--- config.mk ---
export PLATFORM = sky130hd
export DESIGN_NAME = ready_sequencer
export DESIGN_NICKNAME = d
export VERILOG_FILES = /design/src/rtl/ready_seq_pkg.sv /design/src/rtl/ready_sequencer_sync_rise.sv /design/src/rtl/ready_sequencer.sv
export SDC_FILE = /design/constraint.sdc
export NUM_CORES = 1
export LEC_CHECK = 0
export BUFFER_PORTS_ARGS = -buffer_cell sky130_fd_sc_hd__buf_2
export CAP_MARGIN = 10
export CORE_UTILIZATION = 50
export DETAILED_ROUTE_END_ITERATION = 10
export PLACE_DENSITY = 0.65
export SLEW_MARGIN = 20
export SYNTH_ARGS = -nofsm -noshare
export SYNTH_HDL_FRONTEND = slang
export SYNTH_SLANG_ARGS = --single-unit
--- constraint.sdc ---
create_clock -name clk -period 3.95 [get_ports clk]
set_input_delay 0.395 -clock clk [delete_from_list [all_inputs] [get_ports clk]]
set_output_delay 0.395 -clock clk [all_outputs]
set_load 0.02 [all_outputs]
--- src/rtl/ready_seq_pkg.sv ---
// Shared types for the ready sequencer: FSM state encoding.
package ready_seq_pkg;

  typedef enum logic [1:0] {
    ST_IDLE  = 2'd0,
    ST_ARM   = 2'd1,
    ST_READY = 2'd2
  } state_t;

endpackage

--- src/rtl/ready_sequencer_sync_rise.sv ---
// Two-flop synchroniser with a registered-history rising-edge detector.
// No edge is reported until the synchronised input has been seen low after reset.
module sync_rise (
  input  logic clk,
  input  logic rst,
  input  logic d,
  output logic rise
);

  logic r_s1;
  logic r_s2;
  logic r_s2_d;
  logic r_v1;
  logic r_v2;
  logic r_seen_low;

  // r_v1/r_v2 mark when r_s2 holds a real sample rather than its reset value
  always_ff @(posedge clk or posedge rst) begin
    if (rst) begin
      r_s1       <= 1'b0;
      r_s2       <= 1'b0;
      r_s2_d     <= 1'b0;
      r_v1       <= 1'b0;
      r_v2       <= 1'b0;
      r_seen_low <= 1'b0;
    end else begin
      r_s1       <= d;
      r_s2       <= r_s1;
      r_s2_d     <= r_s2;
      r_v1       <= 1'b1;
      r_v2       <= r_v1;
      r_seen_low <= r_seen_low | (r_v2 & ~r_s2);
    end
  end

  assign rise = r_s2 & ~r_s2_d & r_seen_low;

endmodule

--- src/rtl/ready_sequencer.sv ---
// Countdown sequencer: a button press arms a STEPS-lamp countdown ending in READY.
// Optional macro READY_SEQUENCER_BLINK_EN makes the lamps blink while READY.
//
// state    | meaning
// ST_IDLE  | waiting for a press, all outputs low
// ST_ARM   | counting down, lamps fill one per TICK_DIV cycles; press aborts
// ST_READY | countdown complete; press returns to idle
module ready_sequencer
  import ready_seq_pkg::*;
#(
  parameter int STEPS    = 4,
  parameter int TICK_DIV = 100_000_000
) (
  input  logic             clk,
  input  logic             rst,
  input  logic             mc,
  output logic             ready,
  output logic             busy,
  output logic [STEPS-1:0] leds,
  output logic             false_start
);

  localparam int TW = $clog2(TICK_DIV);
  localparam int SW = $clog2(STEPS + 1);
  localparam logic [TW-1:0] TICK_LAST = TW'(TICK_DIV - 1);
  localparam logic [SW-1:0] STEP_LAST = SW'(STEPS - 1);

  state_t           r_state;
  state_t           w_state_nxt;
  logic [TW-1:0]    r_tick;
  logic [TW-1:0]    w_tick_nxt;
  logic [SW-1:0]    r_step;
  logic [SW-1:0]    w_step_nxt;
  logic [STEPS-1:0] r_leds;
  logic [STEPS-1:0] w_leds_nxt;
  logic             r_ready;
  logic             r_busy;
  logic             r_false_start;
  logic             w_false_start_nxt;
  logic             w_rise;
  logic             w_tc;

  sync_rise u_sync_rise (
    .clk  (clk),
    .rst  (rst),
    .d    (mc),
    .rise (w_rise)
  );

  function automatic logic [STEPS-1:0] therm(input logic [SW-1:0] n);
    therm = '0;
    for (int i = 0; i < STEPS; i++) therm[i] = (i < int'(n));
  endfunction

  assign w_tc = (r_tick == TICK_LAST);

  always_ff @(posedge clk or posedge rst) begin
    if (rst) begin
      r_state       <= ST_IDLE;
      r_tick        <= '0;
      r_step        <= '0;
      r_leds        <= '0;
      r_ready       <= 1'b0;
      r_busy        <= 1'b0;
      r_false_start <= 1'b0;
    end else begin
      r_state       <= w_state_nxt;
      r_tick        <= w_tick_nxt;
      r_step        <= w_step_nxt;
      r_leds        <= w_leds_nxt;
      r_ready       <= (w_state_nxt == ST_READY);
      r_busy        <= (w_state_nxt == ST_ARM);
      r_false_start <= w_false_start_nxt;
    end
  end

  // Outputs are registered from next-state values so they change on the transition edge
  always_comb begin
    w_state_nxt       = r_state;
    w_tick_nxt        = r_tick;
    w_step_nxt        = r_step;
    w_leds_nxt        = '0;
    w_false_start_nxt = 1'b0;
    case (r_state)
      ST_IDLE: begin
        w_tick_nxt = '0;
        w_step_nxt = '0;
        if (w_rise) w_state_nxt = ST_ARM;
      end
      ST_ARM: begin
        if (w_rise) begin
          w_state_nxt       = ST_IDLE;
          w_tick_nxt        = '0;
          w_step_nxt        = '0;
          w_false_start_nxt = 1'b1;
        end else begin
          if (w_tc) begin
            w_tick_nxt = '0;
            w_step_nxt = r_step + SW'(1);
            if (r_step == STEP_LAST) w_state_nxt = ST_READY;
          end else begin
            w_tick_nxt = r_tick + TW'(1);
          end
          w_leds_nxt = therm(w_step_nxt);
        end
      end
      ST_READY: begin
        if (w_rise) begin
          w_state_nxt = ST_IDLE;
          w_tick_nxt  = '0;
          w_step_nxt  = '0;
        end else begin
`ifdef READY_SEQUENCER_BLINK_EN
          w_tick_nxt = w_tc ? '0 : r_tick + TW'(1);
          w_leds_nxt = w_tc ? ~r_leds : r_leds;
`else
          w_tick_nxt = '0;
          w_leds_nxt = '1;
`endif
        end
      end
      default: begin
        w_state_nxt = ST_IDLE;
        w_tick_nxt  = '0;
        w_step_nxt  = '0;
      end
    endcase
  end

  assign ready       = r_ready;
  assign busy        = r_busy;
  assign leds        = r_leds;
  assign false_start = r_false_start;

endmodule

==> results of run 1 <==
metal layers:
metal,track usage,part of all wire
met3,0.0609,0.034
met4,0.0755,0.011
met2,0.314,0.47
met1,0.269,0.48
met5,0,0
final cells by class:
class                      instances  area, µm²
multi-input combinational        156       1030
sequential                        45       1130
clock inverter                     3       47.5
inverter                          10       37.5
clock buffer                       5       68.8
timing repair buffer              10       52.6
fill                             368       1690
tap                               50       62.6
worst min-delay path by stage:
stage / start / end / slack, ns / depth (start not counted)
floorplan: u_sync_rise.r_s1$_DFF_PP0_ / u_sync_rise.r_s2$_DFF_PP0_ / 0.33 / 0
global placement: u_sync_rise.r_s1$_DFF_PP0_ / u_sync_rise.r_s2$_DFF_PP0_ / 0.34 / 0
detailed placement: u_sync_rise.r_s1$_DFF_PP0_ / u_sync_rise.r_s2$_DFF_PP0_ / 0.34 / 0
CTS: mc / u_sync_rise.r_s1$_DFF_PP0_ / 0.20 / 1
global route: mc / u_sync_rise.r_s1$_DFF_PP0_ / 0.18 / 1
finish: mc / u_sync_rise.r_s1$_DFF_PP0_ / 0.20 / 1
sequential cells by signal, indices dropped and copies added, names as in the netlist, 2 cells and up:
register  flops
r_state       2
leds          4
r_step        3
r_tick       27
worst max-delay path, cell delays in order (launching register included):
cell     delay, ns
dfrtp_1       0.40
ha_1          0.22
and3_1        0.32
nand4_2       0.21
nor3_4        0.39
or2_1         0.76
nor2_1        0.13
cell families (layout without fill, tap and decap cells):
group | Yosys count | count (layout) | synth area share
XOR/XNOR | 25 | 25 | 0.0988
multiplexers | 1 | 1 | 0.00451
buffers and inverters | 14 | 28 | 0.0293
other | 1 | 1 | 0.00169
AO/OA/AOI/OAI | 22 | 22 | 0.0689
adder cells (fa/ha/maj) | 7 | 7 | 0.0395
flip-flops | 45 | 45 | 0.508
AND/OR/NAND/NOR | 100 | 100 | 0.249
power by group through the flow:
stage | combinational [mW] | sequential, mW | clock, mW
2_1_floorplan | 0.124 | 0.512 | 0
3_3_place_gp | 0.149 | 0.505 | 0
3_5_place_dp | 0.154 | 0.506 | 0
4_1_cts | 0.154 | 0.497 | 0.365
5_1_grt | 0.171 | 0.501 | 0.390
6_report | 0.152 | 0.497 | 0.354
placed cells by master (no fill, tap or decap), types with 2 or more instances in the layout:
cell / netlist / routed
a21oi_1: 4 / 4
o21ai_0: 5 / 5
ha_1: 7 / 7
nand2_1: 6 / 6
a41oi_1: 2 / 2
nand3_1: 19 / 19
inv_6: 0 / 2
and3_2: 3 / 3
nand4_1: 8 / 8
dfrtp_1: 45 / 45
and2_1: 2 / 2
inv_1: 10 / 10
or3_4: 2 / 2
xnor2_1: 10 / 10
nor3_1: 2 / 2
a21o_1: 2 / 2
clkbuf_8: 0 / 5
nor2_1: 34 / 34
and3_1: 6 / 6
nor2b_1: 2 / 2
xor2_1: 15 / 15
buf_2: 1 / 9
a211o_1: 3 / 3
nor4_1: 4 / 4
or4_1: 2 / 2
==> run summary, run 1 <==
The count of input and output buffers was 9. Cell internal power was estimated by the tool at 0.722 mW. For the pin with the worst max-slew slack, the measured transition is 1.06 ns.

The logs give 0.508 for the post-synthesis sequential area ratio and 0.152 for the relative contribution of combinational cells to total power. The die is 68.6 µm wide. The final number of hold-violating endpoints is 0. The synthesized netlist cell count was 215; the maximum buffer depth of the clock tree was 2. The critical path is of the flip-flop to flip-flop type. Destination of the critical timing path: r_tick[3]$_DFF_PP0_. The worst setup path is launched from a flip-flop. The area share of the largest cell type after synthesis is 0.508. After detailed routing, the average wire length per cell comes to 14.4 µm. In this run the power density over the cells is 414 nW/µm².

At the end of routability-driven placement, the weighted congestion stood at 0.820. Combined global-route utilization of all metal layers: 0.204. The most common cell in the netlist was dfrtp_1. The run gives 0.539 as the initial cell density of the core. The tools report the worst flop-to-flop path endpoint as r_tick[3]$_DFF_PP0_. The number of hold buffers added after CTS was 0. The fraction of layout instances using a drive strength above 1 is 0.118, and the count of TritonRoute iterations in the first routing pass is 4.

The worst setup path is captured at a flip-flop. The final worst-path cycle share is 0.655. During synthesis, Yosys emitted a total of 0 warnings.

Worst slew margin relative to its limit: 0.289. The tools report the relative contribution of sequential cells to total power as 0.495. Synthesis produced a netlist with a net count of 225.

Data on the critical path is required at its endpoint by 4.10 ns. The run gives 2.82 mm as the HPWL after detailed placement. The logs give 0 for the setup violation total in the final timing report and 1570 for the via count of the first global-routing pass. Buffers added to address setup during post-CTS repair amount to 0. The number of distinct library cells after synthesis is 42, and the number of inserted diodes is 0.

The placed instances occupy a cell area of 2300 µm². In the post-synthesis netlist, the biggest area contributors are dfrtp_1 (51%), xor2_1 (5.9%), nor2_1 (5.8%). The analysis attributes to cell leakage a power of 1.09 nW. For the overall power consumption, the log shows 1.00 mW. TritonCTS built the clock tree. After detailed routing, the number of remaining DRC violations is 0. The logs give 45 for the count of clock tree sinks and 0 ns for the sum of negative setup slack. The core region is 4120 µm². By count the netlist is led by dfrtp_1 (45), nor2_1 (34), nand3_1 (19).

The clock slew seen by the registers of the worst setup and hold paths works out to 0.09 ns. In the routed layout, each cell is associated on average with a via count of 5.61. The routed via count is 1565. The tightest min-delay check is of the input pin to flip-flop type. At the end of the flow, the number of nets in the layout was 238. For the worst-skew pair, the clock arrives at the later sink with an insertion delay of 0.29 ns.

In this run, post-CTS repair resized a total of 0 instances. The die covers 4700 µm². For the clock network fraction of design power, the log shows 0.353. Once routing completed, OpenROAD measured the worst setup slack at 1.36 ns. The switching portion of total power works out to 0.280. Counting flops with a built-in enable in the synthesized netlist gives 0. Entering global routing, the biggest net connects 46 pins.

For this block, the initial DRC count from the detailed router was 114. The end-of-flow core utilization was 0.588; the total grt overflow was 0. For the worst flop-to-flop path, the logic depth is 6. The worst register-to-register path begins at r_tick[0]$_DFF_PP0_. In this run the cell area of the synthesized design comes to 2220 µm².

From bottom edge to top edge, the die measures 68.6 µm. The run finished with clean final reports. In this run the remaining antenna-violating nets after routing total 0. In this run the worst path has a maximum fanout of 27. Clock tree synthesis selected as its root buffer the cell clkbuf_8.

For the finished layout, the period the worst path requires is 2.59 ns. The initial antenna violation count is 0. The post-placement worst setup slack is 1.37 ns.

The most used flip-flop cell after synthesis is dfrtp_1. Tracing the worst setup path back leads to its startpoint at r_tick[0]$_DFF_PP0_. The number of synthesized register bits is 45.

The first global-routing pass estimated 7.00 mm of wire. The worst hold margin was 0.204 ns; the timing-limited maximum frequency was 386 MHz. Compared with the post-synthesis result, the final layout area differs by 9.20%. The biggest area contributor in the post-synthesis netlist is dfrtp_1.

Across the run, the number of max-cap violations was 0. The run gives 2.73 ns as the data arrival time at the worst-slack endpoint. Setup repair after global routing left no endpoint under its margin. The I/O pin count was 10. Mean post-synth cell area: 10.3 µm². The run gives 0 as the max-slew violation count. The analysis attributes to net switching a power of 0.281 mW. The number of clock buffers added by TritonCTS is 5.

The logs give 0.0115 ns for the setup skew after layout and 2420 µm² for the area of all placed cells without fillers. The final routed wirelength across all metal layers was 4.02 mm; the placement row count was 23. The placed cell count came out at 271.

CTS built an H-tree with a depth of 2. The post-synthesis async set-or-reset flop share is 1.00, and the final standard cell count with taps included and fillers excluded is 279. The maximum resistive drop on vdd was 0.329 mV; the slack of the worst reg-to-reg path was 1.36 ns.
No activity file was read; power rests on OpenSTA's default activity.
==> run 2: changes to the inputs <==
Settings changed: PLACE_DENSITY 0.65 to 0.68.
Clock period 3.95 ns to 2.2 ns, I/O delays scaled along.
==> run 2 against run 1 <==
Compared with the run above: non-clock buffer count increased by 11; utilization increased by 2.3 points; worst setup slack got worse by 1.2 ns; die area unchanged; critical path depth decreased by 1; critical endpoint is now leds[1]$_DFF_PP0_; combinational power increased by 100%; hold slack got worse by 0.18 ns; largest cell class unchanged.
==> run summary, run 2 (synthesis gave the netlist of run 1 again) <==
The final number of hold-violating endpoints is 0 (unchanged), and the first-pass GRT wire length is 6.80 mm (-2.9%). The routability-driven placement congestion ratio was 0.793 (-3.3%); the number of violations reported at the end of detailed-routing iteration 0 was 111 (-2.6%). End-of-flow core utilization: 0.611 (+0.0228). The largest net degree at the start of global routing came out at 46 (unchanged). TritonCTS built the clock tree. The run gives 249 (+4.6%) as the number of nets in the layout. Post-place instance area: 2400 µm² (+4.1%).

The number of inserted diodes came out at 0 (unchanged). In the layout the commonest cells are dfrtp_1 (45), nor2_1 (34), nand3_1 (19). The leakage dissipation was 1.14 nW (+5.1%). The number of antenna-violating nets in the routed design came out at 0 (unchanged). The routed length per instance works out to 13.5 µm (-6.5%). End point of the worst hold path: u_sync_rise.r_s1$_DFF_PP0_. The count of TritonRoute iterations in the first routing pass is 5 (+1). The clock slew seen by the registers of the worst setup and hold paths was 0.09 ns (about the same). Slack of the worst reg-to-reg path: 0.11 ns (-1.25 ns). The register containing the most flip-flops in the final layout is r_tick.

The logs give 0.00311 ns (-0.00836 ns) for the setup skew after layout and 0.29 ns (about the same) for the clock latency at the later pin of the worst-skew pair. Number of cells on the worst hold path: 1 (unchanged). The die footprint came out at 4700 µm² (unchanged). The quantity of gates resized following cts was 0 (unchanged); the initial cell density of the core was 0.539 (unchanged). The total grt overflow came out at 0 (unchanged).

For the maximum buffer depth of the clock tree, the log shows 2 (unchanged). The worst setup path is launched from a flip-flop. The sum of negative setup slack was 0 ns (unchanged); the final routed wirelength across all metal layers was 3.90 mm (-2.8%). The die height is 68.6 µm (unchanged). The H-tree depth was 2 (unchanged).

The kind of capture point of the worst setup path is a flip-flop. Die extent in x: 68.6 µm (unchanged). The fraction of layout instances using a drive strength above 1 was 0.158 (+0.0404). The endpoint identified for the worst register-to-register timing path is leds[1]$_DFF_PP0_.

The initial antenna violation count came out at 0 (unchanged). The overall power consumption is 1.83 mW (+82%). The count of clock tree sinks is 45 (unchanged). Setup repair after global routing left no endpoint under its margin.

The minimum period implied by the final worst setup slack came out at 2.09 ns (-0.503 ns). The HPWL after detailed placement is 2.69 mm (-4.7%). DRC violation count after routing: 0 (unchanged). The placement row count is 23 (unchanged), and the final worst-path cycle share is 0.948 (+0.293).

Maximum net fanout on the critical path: 7 (-74%). The flip-flop count of the largest register, all copies and words added was 27 (unchanged); the setup violation total in the final timing report was 0 (unchanged). The data required time of the critical path is 2.38 ns (-1.72 ns), and the count of input and output buffers is 9 (unchanged). The path type of the worst setup path was flip-flop to flip-flop. The logs give 0 (unchanged) for the hold-fix buffer count after cts and 0 (unchanged) for the number of buffers added for setup after CTS. The run finished with clean final reports.

The worst slew margin relative to its limit is 0.627 (+0.337), and the max-slew violation count is 0 (unchanged). Routed via count: 1632 (+4.3%). The tools report the worst flop-to-flop path startpoint as r_tick[17]$_DFF_PP0_. The via-per-instance ratio came out at 5.63 (+0.33%). The tree is rooted in a clkbuf_8. The transition at the pin with the smallest max-transition slack works out to 0.560 ns (-0.496 ns). The power per cell area came out at 726 nW/µm² (+75%). The via count of the first global-routing pass is 1554 (-1.0%). The worst min-delay path class was input pin to flip-flop.

The number of cells on the worst reg-to-reg path works out to 5 (-1). The tools report the number of buffers added by the clock tree synthesis step as 5 (unchanged). The growth of design area from synthesis to finish was 13.4%; the placeable core area was 4120 µm² (unchanged).

The worst hold path begins at mc. The combined global-route utilization of all metal layers came out at 0.198 (-0.00570). The tools report the data arrival time at the worst-slack endpoint as 2.27 ns (-0.46 ns). The I/O pin count came out at 10 (unchanged).

The maximum resistive drop on vdd was 0.509 mV (+55%). The area of all placed cells without fillers is 2510 µm² (+3.9%). Leaving out fill and tap cells, the most frequent cell in the layout is dfrtp_1.

Timing-limited maximum frequency: 480 MHz (+24%). The run gives 0 (unchanged) as the max-capacitance violation count.
[run 2: cell types whose count changed in the layout (fill, tap and decap cells not counted)]
cell,change
clkinv_4,+1
inv_6,-2
buf_12,+1
buf_4,+10
inv_1,-1
clkinvlp_4,+1
clkinv_1,+1
[run 2: worst max-delay path by stage]
stage / from / to / slack, ns
after floorplan: r_tick[12]$_DFF_PP0_ / r_tick[24]$_DFF_PP0_ / 0.17
after global placement: r_tick[17]$_DFF_PP0_ / leds[2]$_DFF_PP0_ / 0.16
after detailed placement: r_tick[17]$_DFF_PP0_ / leds[1]$_DFF_PP0_ / 0.15
after CTS: r_tick[17]$_DFF_PP0_ / leds[1]$_DFF_PP0_ / 0.12
after global routing: r_tick[17]$_DFF_PP0_ / leds[1]$_DFF_PP0_ / 0.005
final: r_tick[17]$_DFF_PP0_ / leds[1]$_DFF_PP0_ / 0.11
[run 2: critical path, stage by stage, from the launching register on]
cell and delay (ns):
dfrtp_1 0.41, or3_4 0.39, or3_4 0.38, nor3_4 0.27
mux2i_1 0.20, a211o_1 0.33
[run 2: layout make-up]
type	instances	area, µm²
Timing Repair Buffer	21	148
Fill cell	348	1600
Clock inverter	3	46.3
Tap cell	50	62.6
Sequential cell	45	1130
Multi-Input combinational cell	156	1030
Inverter	10	37.5
Clock buffer	5	68.8
[run 2: per-layer routing]
layer,part of all wire,global-route usage
met2,0.46,0.303
met4,0.0067,0.0781
met3,0.036,0.0559
met1,0.49,0.265
met5,0,0
[run 2: per-stage QoR]
| stage | worst slack [ns] | hold slack [ns] | cells |
|---|---|---|---|
| finish | 0.115 | 0.0270 | 290 |
| CTS | 0.115 | 0.0107 | 290 |
| floorplan | 0.173 | 0.251 | 215 |
| global placement | 0.158 | 0.329 | 282 |
| detailed placement | 0.147 | 0.329 | 282 |
| global route | 0.00502 | 0.0156 | 290 |
[run 2: power by group]
group          internal, mW  leakage (nW)  switching [mW]
Clock                 0.340        0.0543           0.284
Combinational         0.110         0.481           0.201
Sequential            0.866         0.607          0.0249
==> run 3: changes to the inputs <==
Settings changed: MAX_ROUTING_LAYER set to met4, SLEW_MARGIN 20 to unset.
==> run 3 against run 2 <==
Compared with the run above: register-to-register slack hardly changed; via count is 0.74% lower; maximum frequency is 0.27% lower; clock power hardly changed; non-clock buffer count stayed put; worst setup slack worse by 0.0057 ns; total power is 0.12% higher; final cell count stayed put; clock-buffer cell count stayed put; largest power group unchanged.
==> run summary, run 3 (synthesis gave the netlist of run 1 again) <==
The logs give 0.539 (unchanged) for the initial cell density of the core and 0 (unchanged) for the max-slew violation count. The tools report the routability-driven placement congestion ratio as 0.804 (+1.4%). The placeable core area was 4120 µm² (unchanged). Following the worst setup path forward leads to its endpoint at leds[1]$_DFF_PP0_. The DRC violation count after routing was 0 (unchanged).

The count of clock tree sinks is 45 (unchanged), and the largest net degree at the start of global routing is 46 (unchanged). Number of buffers added for setup after CTS: 0 (unchanged). The tools report the maximum resistive drop on vdd as 0.508 mV (about the same).

Leaving out fill and tap cells, the most frequent cells in the layout are dfrtp_1 (45), nor2_1 (34), nand3_1 (19). The quantity of gates resized following cts came out at 0 (unchanged). The startpoint of the most critical setup path is r_tick[17]$_DFF_PP0_. The combined global-route utilization of all metal layers came out at 0.204 (+0.00575).

The tools report the number of inserted diodes as 0 (unchanged). The logs give 0 (unchanged) for the max-capacitance violation count and 0 (unchanged) for the final number of hold-violating endpoints. The power per cell area works out to 727 nW/µm² (+0.12%). The run finished with clean final reports. The kind of capture point of the worst setup path was a flip-flop. The number of buffers added by the clock tree synthesis step is 5 (unchanged). The logs give 0 (unchanged) for the hold-fix buffer count after cts and 6.80 mm (unchanged) for the first-pass GRT wire length.

The routed length per instance was 13.5 µm (about the same); the setup violation total in the final timing report was 0 (unchanged). The setup skew after layout is 0.00314 ns (+0.0000276 ns). The via-per-instance ratio was 5.59 (-0.74%); the placement row count was 23 (unchanged).

The number of antenna-violating nets in the routed design is 0 (unchanged). The clock latency at the later pin of the worst-skew pair came out at 0.29 ns (about the same). Path type of the worst setup path: flip-flop to flip-flop.

The tools report the data required time of the critical path as 2.38 ns (about the same). The type of element launching the critical path was a flip-flop. The worst flop-to-flop path startpoint is r_tick[17]$_DFF_PP0_. The number of violations reported at the end of detailed-routing iteration 0 is 106 (-4.5%), and the final worst-path cycle share is 0.950 (+0.00261). The HPWL after detailed placement was 2.69 mm (unchanged); the I/O pin count was 10 (unchanged). The die height was 68.6 µm (unchanged); the maximum buffer depth of the clock tree was 2 (unchanged).

The worst flop-to-flop path endpoint is leds[1]$_DFF_PP0_. Data arrival time at the worst-slack endpoint: 2.27 ns (about the same). Die extent in x: 68.6 µm (unchanged). The worst slew margin relative to its limit was 0.629 (+0.00237); the die footprint was 4700 µm² (unchanged). The run gives 348 (unchanged) as the total of fill cells in the finished design.

The overall power consumption was 1.83 mW (+0.12%); the leakage dissipation was 1.14 nW (unchanged). The final routed wirelength across all metal layers was 3.90 mm (about the same); the fraction of layout instances using a drive strength above 1 was 0.158 (unchanged). The routed via count is 1620 (-0.74%), and the flip-flop count of the largest register, all copies and words added is 27 (unchanged). The total grt overflow is 0 (unchanged).

Growth of design area from synthesis to finish: 13.4% (unchanged). The count of input and output buffers works out to 9 (unchanged). For the number of nets in the layout, the log shows 249 (unchanged). The register containing the most flip-flops in the final layout was r_tick. Maximum net fanout on the critical path: 7 (unchanged). The library cell used most frequently in the layout, excluding fill and tap cells, is dfrtp_1. The count of TritonRoute iterations in the first routing pass came out at 4 (-1). The run gives 2 (unchanged) as the H-tree depth. The tools report the slack of the worst reg-to-reg path as 0.11 ns (about the same).

The root buffer cell chosen for the clock tree is clkbuf_8. The timing-limited maximum frequency is 478 MHz (-0.27%). TritonCTS built the clock tree. The via count of the first global-routing pass was 1554 (unchanged); the initial antenna violation count was 0 (unchanged). The run gives 0 ns (unchanged) as the sum of negative setup slack. Setup repair after global routing left no endpoint under its margin. The worst hold path belongs to the class input pin to flip-flop.

The number of cells on the worst reg-to-reg path was 5 (unchanged). The transition at the pin with the smallest max-transition slack is 0.557 ns (-0.00356 ns), and the minimum period implied by the final worst setup slack is 2.09 ns (+0.00574 ns). The clock slew seen by the registers of the worst setup and hold paths came out at 0.09 ns (about the same).
run 3: layer usage:
metal,up-vias,wire length (µm),track usage
li1,801,-,-
met3,2,136,0.0559
met5,-,0,-
met4,0,23,0.0781
met1,789,1920,0.265
met2,28,1820,0.303
run 3: per-stage QoR:
step	cells	util	cell area (µm²)	hold WS, ns	setup WS (ns)
global placement	282	0.583	2400	0.329	0.158
global route	290	0.611	2510	0.0156	0.00502
detailed placement	282	0.583	2400	0.329	0.147
finish	290	0.611	2510	0.0269	0.109
floorplan	215	-	2220	0.251	0.173
CTS	290	0.611	2510	0.0107	0.115
run 3: worst max-delay path, stage by stage (launching register included):
cell,delay (ns)
dfrtp_1,0.41
or3_4,0.39
or3_4,0.38
nor3_4,0.27
mux2i_1,0.20
a211o_1,0.33
run 3: how the worst min path moves through the flow:
stage,from,end,cells after the start
6_report,mc,u_sync_rise.r_s1$_DFF_PP0_,1
5_1_grt,mc,u_sync_rise.r_s1$_DFF_PP0_,1
4_1_cts,mc,u_sync_rise.r_s1$_DFF_PP0_,1
3_5_place_dp,mc,u_sync_rise.r_s1$_DFF_PP0_,1
3_3_place_gp,mc,u_sync_rise.r_s1$_DFF_PP0_,1
2_1_floorplan,mc,u_sync_rise.r_s1$_DFF_PP0_,0
run 3: area by class of cell:
class	count	area, µm²	area share
timing repair buffer	21	148	0.0587
sequential	45	1130	0.448
clock buffer	5	68.8	0.0274
multi-input combinational	156	1030	0.408
tap	50	62.6	0.0249
clock inverter	3	46.3	0.0184
inverter	10	37.5	0.0149
run 3: power breakdown:
group / total, mW / switching [mW] / internal (mW) / leakage [nW]
combinational: 0.313 / 0.203 / 0.110 / 0.481
clock: 0.624 / 0.284 / 0.340 / 0.0543
sequential: 0.891 / 0.0249 / 0.866 / 0.607
total: 1.83 / 0.512 / 1.32 / 1.14
